File: src/rtl/ps2_pkg.sv
// rtl/ps2_pkg.sv - PS/2 keyboard receiver constants, RX state enum and helpers
package ps2_pkg;

    localparam logic [7:0] PS2_EXT    = 8'hE0;
    localparam logic [7:0] PS2_BRK    = 8'hF0;
    localparam logic [7:0] PS2_PAUSE  = 8'hE1;
    localparam logic [7:0] PS2_BAT_OK = 8'hAA;
    localparam logic [7:0] PS2_ACK    = 8'hFA;
    localparam logic [7:0] PS2_RESEND = 8'hFE;
    localparam logic [7:0] PS2_ECHO   = 8'hEE;
    localparam logic [7:0] PS2_OVR0   = 8'h00;
    localparam logic [7:0] PS2_OVR1   = 8'hFF;

    localparam int KEY_TOGGLE = 10;
    localparam int KEY_PRESS  = 9;
    localparam int KEY_EXT    = 8;

    typedef enum logic [1:0] {
        RX_IDLE,
        RX_DATA,
        RX_PARITY,
        RX_STOP
    } rx_state_t;

    // Keyboard status/response bytes that never describe a key event
    function automatic logic is_discard(input logic [7:0] b);
        return (b == PS2_BAT_OK) || (b == PS2_ACK) || (b == PS2_RESEND) ||
               (b == PS2_ECHO) || (b == PS2_OVR0) || (b == PS2_OVR1);
    endfunction

endpackage

File: src/rtl/ps2_key_rx_if.sv
// rtl/ps2_key_rx_if.sv - PS/2 pin inputs and decoded key word outputs
interface ps2_key_rx_if;
    logic        ps2_clk;
    logic        ps2_data;
    logic [10:0] ps2_key;
    logic        frame_err;

    modport master (input ps2_clk, input ps2_data, output ps2_key, output frame_err);
    modport slave  (output ps2_clk, output ps2_data, input ps2_key, input frame_err);
endinterface

File: src/rtl/ps2_line_sync.sv
// rtl/ps2_line_sync.sv - 2-FF synchronisers, optional deglitch (PS2_RX_DEGLITCH_EN), clock fedge
module ps2_line_sync #(
    parameter int FILT_LEN = 8
) (
    input  logic clk_sys,
    input  logic reset_n,
    input  logic ps2_clk,
    input  logic ps2_data,
    output logic data_s,
    output logic fedge
);

    // bit 0 carries the clock line, bit 1 the data line; idle-high reset avoids a false edge
    logic [1:0] meta;
    logic [1:0] sync;
    logic [1:0] line;
    logic       clk_prev;

    always_ff @(posedge clk_sys or negedge reset_n) begin
        if (!reset_n) begin
            meta <= 2'b11;
            sync <= 2'b11;
        end else begin
            meta <= {ps2_data, ps2_clk};
            sync <= meta;
        end
    end

`ifdef PS2_RX_DEGLITCH_EN
    localparam int CW = $clog2(FILT_LEN + 1);
    logic [1:0]    filt;
    logic [CW-1:0] cnt [2];

    always_ff @(posedge clk_sys or negedge reset_n) begin
        if (!reset_n) begin
            filt   <= 2'b11;
            cnt[0] <= '0;
            cnt[1] <= '0;
        end else begin
            for (int i = 0; i < 2; i++) begin
                if (sync[i] == filt[i]) begin
                    cnt[i] <= '0;
                end else if (cnt[i] == CW'(FILT_LEN - 1)) begin
                    filt[i] <= sync[i];
                    cnt[i]  <= '0;
                end else begin
                    cnt[i] <= cnt[i] + CW'(1);
                end
            end
        end
    end

    assign line = filt;
`else
    logic unused_filt_len;
    assign unused_filt_len = (FILT_LEN > 0);
    assign line = sync;
`endif

    always_ff @(posedge clk_sys or negedge reset_n) begin
        if (!reset_n) clk_prev <= 1'b1;
        else          clk_prev <= line[0];
    end

    assign data_s = line[1];
    assign fedge  = clk_prev & ~line[0];

endmodule

File: src/rtl/ps2_key_rx.sv
// rtl/ps2_key_rx.sv - PS/2 keyboard frame receiver and E0/F0/E1 prefix decoder (PS2_RX_DEGLITCH_EN)
module ps2_key_rx
    import ps2_pkg::*;
#(
    parameter int TIMEOUT_CYC = 50000,
    parameter int FILT_LEN    = 8
) (
    input  logic             clk_sys,
    input  logic             reset_n,
    ps2_key_rx_if.master     bus
);

    localparam int WD_W = $clog2(TIMEOUT_CYC + 1);
    localparam logic [WD_W-1:0] WD_LAST = WD_W'(TIMEOUT_CYC - 1);

    logic            data_s;
    logic            fedge;
    rx_state_t       state, state_next;
    logic [2:0]      bitcnt;
    logic [7:0]      shreg;
    logic            par_bit;
    logic [WD_W-1:0] wd_cnt;
    logic            timeout;
    logic            stop_ok;
    logic            accept;
    logic            reject;
    logic            ext, rel;
    logic [2:0]      skip_cnt;
    logic [10:0]     key_q;
    logic            err_q;

    ps2_line_sync #(.FILT_LEN(FILT_LEN)) u_sync (
        .clk_sys  (clk_sys),
        .reset_n  (reset_n),
        .ps2_clk  (bus.ps2_clk),
        .ps2_data (bus.ps2_data),
        .data_s   (data_s),
        .fedge    (fedge)
    );

    // A falling edge in the same cycle as expiry keeps the frame alive
    assign timeout = (state != RX_IDLE) && !fedge && (wd_cnt == WD_LAST);
    assign stop_ok = data_s && (^{shreg, par_bit});
    assign accept  = fedge && (state == RX_STOP) && stop_ok;
    assign reject  = fedge && (state == RX_STOP) && !stop_ok;

    always_ff @(posedge clk_sys or negedge reset_n) begin
        if (!reset_n) state <= RX_IDLE;
        else          state <= state_next;
    end

    always_comb begin
        state_next = state;
        if (timeout) begin
            state_next = RX_IDLE;
        end else if (fedge) begin
            case (state)
                RX_IDLE:   if (!data_s) state_next = RX_DATA;
                RX_DATA:   if (bitcnt == 3'd7) state_next = RX_PARITY;
                RX_PARITY: state_next = RX_STOP;
                default:   state_next = RX_IDLE;
            endcase
        end
    end

    always_ff @(posedge clk_sys or negedge reset_n) begin
        if (!reset_n) begin
            bitcnt   <= '0;
            shreg    <= '0;
            par_bit  <= 1'b0;
            wd_cnt   <= '0;
            ext      <= 1'b0;
            rel      <= 1'b0;
            skip_cnt <= '0;
            key_q    <= '0;
            err_q    <= 1'b0;
        end else begin
            err_q <= 1'b0;

            if (fedge || state == RX_IDLE || timeout) wd_cnt <= '0;
            else                                      wd_cnt <= wd_cnt + WD_W'(1);

            if (fedge) begin
                case (state)
                    RX_IDLE:   bitcnt <= '0;
                    RX_DATA: begin
                        shreg  <= {data_s, shreg[7:1]};
                        bitcnt <= bitcnt + 3'd1;
                    end
                    RX_PARITY: par_bit <= data_s;
                    default:   ;
                endcase
            end

            if (timeout || reject) begin
                err_q <= 1'b1;
                ext   <= 1'b0;
                rel   <= 1'b0;
            end

            if (accept) begin
                if (skip_cnt != 3'd0) begin
                    skip_cnt <= skip_cnt - 3'd1;
                end else if (shreg == PS2_PAUSE) begin
                    skip_cnt <= 3'd7;
                    ext      <= 1'b0;
                    rel      <= 1'b0;
                end else if (shreg == PS2_EXT) begin
                    ext <= 1'b1;
                end else if (shreg == PS2_BRK) begin
                    rel <= 1'b1;
                end else begin
                    if (!is_discard(shreg)) begin
                        key_q <= {~key_q[KEY_TOGGLE], ~rel, ext, shreg};
                    end
                    ext <= 1'b0;
                    rel <= 1'b0;
                end
            end
        end
    end

    assign bus.ps2_key   = key_q;
    assign bus.frame_err = err_q;

endmodule

File: src/flat_wrapper.sv
// flat-port wrapper written by rule: the top's interface ports become plain ports
module ps2_key_rx_flat import ps2_pkg::*;
#(
    parameter int TIMEOUT_CYC = 50000,
    parameter int FILT_LEN    = 8
)
  (clk_sys, reset_n, bus_ps2_clk, bus_ps2_data, bus_ps2_key, bus_frame_err);
  ps2_key_rx_if bus_i ();
  input  logic clk_sys;
  input  logic reset_n;
  input wire logic [$bits(bus_i.ps2_clk)-1:0] bus_ps2_clk;
  input wire logic [$bits(bus_i.ps2_data)-1:0] bus_ps2_data;
  output wire logic [$bits(bus_i.ps2_key)-1:0] bus_ps2_key;
  output wire logic [$bits(bus_i.frame_err)-1:0] bus_frame_err;
  assign bus_i.ps2_clk = bus_ps2_clk;
  assign bus_i.ps2_data = bus_ps2_data;
  assign bus_ps2_key = bus_i.ps2_key;
  assign bus_frame_err = bus_i.frame_err;
  ps2_key_rx #(.TIMEOUT_CYC(TIMEOUT_CYC), .FILT_LEN(FILT_LEN)) u_core (.clk_sys(clk_sys), .reset_n(reset_n), .bus(bus_i));
endmodule
File: config.mk
export PLATFORM = sky130hd
export DESIGN_NAME = ps2_key_rx_flat
export DESIGN_NICKNAME = d
export VERILOG_FILES = /design/src/rtl/ps2_pkg.sv /design/src/rtl/ps2_key_rx_if.sv /design/src/rtl/ps2_line_sync.sv /design/src/rtl/ps2_key_rx.sv /design/src/flat_wrapper.sv
export SDC_FILE = /design/constraint.sdc
export NUM_CORES = 1
export LEC_CHECK = 0
export ABC_AREA = 1
export CELL_PAD_IN_SITES_DETAIL_PLACEMENT = 1
export CELL_PAD_IN_SITES_GLOBAL_PLACEMENT = 1
export CORE_ASPECT_RATIO = 0.9
export CORE_UTILIZATION = 40
export DETAILED_ROUTE_END_ITERATION = 16
export MAX_ROUTING_LAYER = met4
export PLACE_DENSITY_LB_ADDON = 0.1
export SETUP_SLACK_MARGIN = 0.4
export SYNTH_ARGS = -nofsm -noshare
export SYNTH_HDL_FRONTEND = slang
export SYNTH_SLANG_ARGS = --single-unit
File: constraint.sdc
create_clock -name clk_sys -period 3.3 [get_ports clk_sys]
set_input_delay 0.66 -clock clk_sys [delete_from_list [all_inputs] [get_ports clk_sys]]
set_output_delay 0.66 -clock clk_sys [all_outputs]
set_load 0.01 [all_outputs]
* Word level (Yosys, flattened, before mapping)
Index checks and enable logic that the tools add are counted.
** Word-level totals
- Bits in registers :: 52
- Input port bits :: 4
** Cells by class
- Add/sub/neg operators :: 3
- Equality and inequality tests :: 15
- Muxes and demuxes :: 22
- Bitwise operators :: 9
- Reductions and logical operators :: 30
** Operator list (number)
- 8-bit equality test (second input constant) :: 8
- 16-bit by 1-bit adder with 16-bit output (second input constant) :: 1
- 16-bit equality test (second input constant) :: 1
- 16-bit 2-to-1 mux :: 1
- 1-bit 2-to-1 mux :: 13
- 9-bit parity :: 1
- 8-bit logical NOT :: 1
- 1-bit logical OR :: 8
- 2-bit 2-to-1 mux :: 4
- 1-bit NOT :: 8
- 2-bit AND reduction :: 4
- 2-bit nonzero test :: 4
- 1-bit logical AND :: 6
- 3-bit 2-to-1 mux :: 2
- 2-bit case mux with 3 select lines :: 1
- 3-bit case mux with 2 select lines :: 1
- 6-bit AND reduction :: 1
- 2-bit equality test (second input constant) :: 2
- 3-bit by 1-bit adder with 3-bit output (second input constant) :: 1
- 3-bit equality test (second input constant) :: 1
- 3-bit by 1-bit != test with 1-bit output (second input constant) :: 1
- 3-bit by 2-bit != test with 1-bit output (second input constant) :: 1
- 3-bit AND reduction :: 1
- 3-bit nonzero test :: 1
- 5 further kinds :: 6

* Longest topological paths before layout
- Depth in word-level cells :: 12
- Gate-level depth with buffers :: 13

* By module
A second synthesis with hierarchy kept.
** Second synthesis, totals
- Cells, all modules :: 315
- Area, all modules :: 2775.2 um2
** Modules (own cells, without submodules)
- ps2_key_rx :: times used 1, cells each 308, area an instance 2633.8 um2, seq. area each 1176.1 um2
- ps2_line_sync :: times used 1, cells each 7, area an instance 141.4 um2, seq. area each 131.4 um2

* Least setup slack after synthesis
OpenSTA, ideal clock, no wires.
- Path type :: register -> register
- Start :: register u_core.u_sync.clk_prev
- End :: register u_core.key_q[5], in the netlist u_core.bus.ps2_key[5]
- Library setup time :: 120 ps
- Data arrival time :: 1517 ps
- Required time :: 3180 ps
- Setup slack :: 1663 ps
- Stages on the path, launching flop included :: 9
- Clock period less this slack :: 1637 ps
- Path through :: dfstp_2 inv_1 nor2_1 nand2_1 nor2_8 nand3_4 buf_6 nand2_2 o21ai_2
** On the way
- Longest elaborated chain between the ends :: 4
** Ends and longest elaborated chain
- start, declared :: line ps2_line_sync.sv:17 : logic clk_prev;
- start signal, assigned :: line ps2_line_sync.sv:62 : else clk_prev <= line[0];
- 1-bit AND :: line ps2_line_sync.sv:66 : assign fedge = clk_prev & ~line[0];
- 1-bit logical AND (2 in series) :: line ps2_key_rx.sv:44 : assign accept = fedge && (state == RX_STOP) && stop_ok;
- 6-bit AND reduction (no line)
- end signal, assigned :: line ps2_key_rx.sv:114 : key_q <= {~key_q[KEY_TOGGLE], ~rel, ext, shreg};
- end, declared :: line ps2_key_rx.sv:29 : logic [10:0] key_q;
Every way passes these cells.
A chain may end at the register's enable or synchronous reset.

* Worst setup path after layout
- Start :: register u_core.u_sync.clk_prev
- End :: register u_core.key_q[3], in the netlist u_core.bus.ps2_key[3]
Same word-level chain as after synthesis.

==> results.cfg <==
[routing]
vias_per_cell = 4.84
routedWlPerCell_um = 13.7
wl_met1_um = 3150
vias = 2084
route.detailed.drc = 0
drt-total-wl_um = 5920
drt_first_iter_violations = 76
ant_nets = 0
dr_wl_met3_um = 137
firstDrtPassIters = 4
met2_length_um = 2580
top_layer = met4

[global_route]
grt_pass1_wl_um = 10300
grt_max_degree = 40
antenna_found_initial = 0
overflow = 0
grt_pass1_vias = 2142
track_usage_pct = 19.5

[finish]
syn_to_final_growth_pct = 12.9
fillCellCount = 794
multiInputGateArea_mm2 = 0.00120
drive_above_1_share_pct = 15.8
seq_area_mm2 = 0.00131
antennaDiodeCount = 0
nets = 353

[clock_network]
clockBufferDepth = 2
cts_tree = done
cts-buffers-inserted = 5
clk_pin_slew_worst_paths_ns = 0.09
post_cts_buffers = 0
h-tree-depth = 2
clock_sinks = 52
clkLatencyLatePin_ns = 0.30
post_cts_resized = 0
ctsHoldBuffers = 0
root_buffer = clkbuf_8

[pwr]
finalPower_uw = 2030
switching_share_pct = 39.3
ir_drop_uv = 282
p_leak_uw = 0.00144
intPower_uw = 1230
p_per_area_mw_per_mm2 = 664
clkPwrFrac_pct = 21.0
switching_power_uw = 796
p_seq_share_pct = 41.8
combPwrFrac_pct = 37.2

[floorplanning]
coreArea_mm2 = 0.00655
fp-row-count = 28
fp.dieArea_mm2 = 0.00709
io_pins = 16
die_h_um = 80.0
die_w_um = 88.6
initial_core_util_pct = 41.3

[sta]
post-route-min-period_ns = 2.12
tns_ns = 0
max_freq_mhz = 472
report.final.slew_viol_count = 0
period_share_pct = 64.2
setup_viol = 0
max_slew_margin_pct = 42.5
rsz0062_at_grt = false
hold_viol = 0
skew_ns = 0.0112
tightest_slew_ns = 0.863

[critical_path]
worstSetupEndpointType = flop
cp_max_fo = 21
critPathRequiredTime_ns = 3.48
crit_chain = inv_1 > nor2_1 > nand2_1 > nor2_8 > nand3_4 > nand2_2 > o21ai_2
slowest_delay_ns = 0.52
worstSetupPathType = flop to flop
crit_path_start_kind = flop
crit_slowest_cell = dfstp_2
crit_arrival_ns = 2.30

[synthesis]
synth_area_mm2 = 0.00270
ys_async_sr_fraction_pct = 100
avgSynthCellArea_um2 = 8.45
yosys-top-cells-area = dfrtp_1 44%, nand2_1 10%, inv_1 5.4%, nor2_1 5.1%, dfstp_2 4.9%
synth_nets = 333
yosys.area.top_type = dfrtp_1
synth_cell_type_count = 29
synth_seq_area_share_pct = 48.4
ys.flop_type = dfrtp_1
synth_enable_flop_cells = 0
synth_top_area_share_pct = 43.5
synth_warnings = 0
netlist_instances = 320
ys_ff_latch = 52

[placed_design]
routabilityCongestion = 0.772
dp_hpwl_um = 4590
io_buffers = 15

[outcome]
outcome = completed

[run]
max_cap_viol_count = 0

[hold_path]
hp-class = flop to flop
[placed cells by master, fill, tap and decap left out, types with 7 or more instances in the layout]
master           synthesis  layout
nand2_2                 14      14
nand4_1                  8       8
nand3_1                 15      15
o21ai_0                 18      18
a21oi_1                  7       7
clkdlybuf4s50_1          0      14
ha_1                     9       9
dfrtp_1                 47      47
nor2_1                  37      37
nand2_1                 74      74
o21ai_2                 10      10
inv_1                   39      39
[kinds of logic (layout without fill, tap and decap cells)]
| group | Yosys count | count (layout) | synth area share [%] |
|---|---|---|---|
| xor+xnor | 3 | 3 | 0.972 |
| flops | 52 | 52 | 48.4 |
| fa+ha+maj | 9 | 9 | 4.17 |
| simple gates | 167 | 167 | 29.9 |
| compound gates | 41 | 41 | 9.35 |
| buf+inv | 48 | 69 | 7.27 |
[synth_stat cells (2+ instances only)]
master     n
nor3_2     2
nand3_4    2
nand2_2   14
dfstp_2    5
inv_2      5
dfrtp_1   47
nand3_1   15
inv_1     39
o21ai_0   18
nand4_1    8
o21ai_2   10
nor2_1    37
a211oi_1   3
o22ai_1    2
xor2_1     2
a21oi_1    7
nor3_1     4
nor4_1     3
nand3_2    5
ha_1       9
nand2_1   74
buf_6      2
[worst max-delay path, delay by kind of cell, from the launching register on]
family | cells | cell delay (ns)
AOI/OAI and AO/OA | 1 | 0.06
and+or+nand+nor | 5 | 1.39
DFF | 1 | 0.52
buffers and inverters | 1 | 0.03
[worst paths after layout]
check,startpoint,endpoint,slack [ns],depth (start not counted)
setup reg to reg,u_core.u_sync.clk_prev,u_core.bus.ps2_key[3],1.18,7
hold / removal,u_core.u_sync.meta[1],u_core.u_sync.line[1],0.36,0
max in group asynchronous,reset_n,u_core.par_bit,2.17,2
setup / recovery,u_core.u_sync.clk_prev,u_core.bus.ps2_key[3],1.18,7
hold reg to reg,u_core.u_sync.meta[1],u_core.u_sync.line[1],0.36,0
min in group asynchronous,reset_n,u_core.wd_cnt[9],0.46,1
[flip-flops by register name (all words and copies together), names as in the netlist, 2 cells and up]
| signal | count |
|---|---|
| u_core.bitcnt | 3 |
| u_core.bus.ps2_key | 11 |
| u_core.shreg | 8 |
| u_core.skip_cnt | 3 |
| u_core.state | 2 |
| u_core.u_sync.line | 2 |
| u_core.u_sync.meta | 2 |
| u_core.wd_cnt | 16 |
[power groups by stage]
| stage | Clock (uW) | Sequential [uW] | Combinational (uW) |
|---|---|---|---|
| 5_1_grt | 466 | 863 | 869 |
| 2_1_floorplan | 0 | 836 | 566 |
| 6_report | 425 | 847 | 753 |
| 3_5_place_dp | 0 | 860 | 759 |
| 4_1_cts | 444 | 849 | 762 |
| 3_3_place_gp | 0 | 856 | 739 |
[layer usage]
metal	up-vias	track usage [%]
met5	-	-
met4	0	4.35
met3	4	3.21
met2	23	29.8
met1	987	27.0
li1	1070	-
[layout make-up]
| type | count | area share (%) |
|---|---|---|
| repair buffers | 17 | 5.25 |
| inverters | 44 | 5.41 |
| clock buffers | 7 | 2.50 |
| clock inverters | 1 | 0.984 |
| multi-input cells | 220 | 39.3 |
| flip-flops and latches | 52 | 42.9 |
| well taps | 90 | 3.69 |
[per-stage QoR]
step | hold slack, ns | setup slack (ns) | instance area [um2] | util (%) | instances
floorplan | 0.345 | 1.66 | 2700 | - | 320
global placement | 0.345 | 1.22 | 2940 | 44.9 | 423
detailed placement | 0.347 | 1.15 | 2940 | 44.9 | 423
CTS | 0.360 | 1.16 | 3050 | 46.6 | 431
global route | 0.361 | 1.01 | 3050 | 46.6 | 431
finish | 0.359 | 1.18 | 3050 | 46.6 | 431
Power figures use the tool's default switching activity.
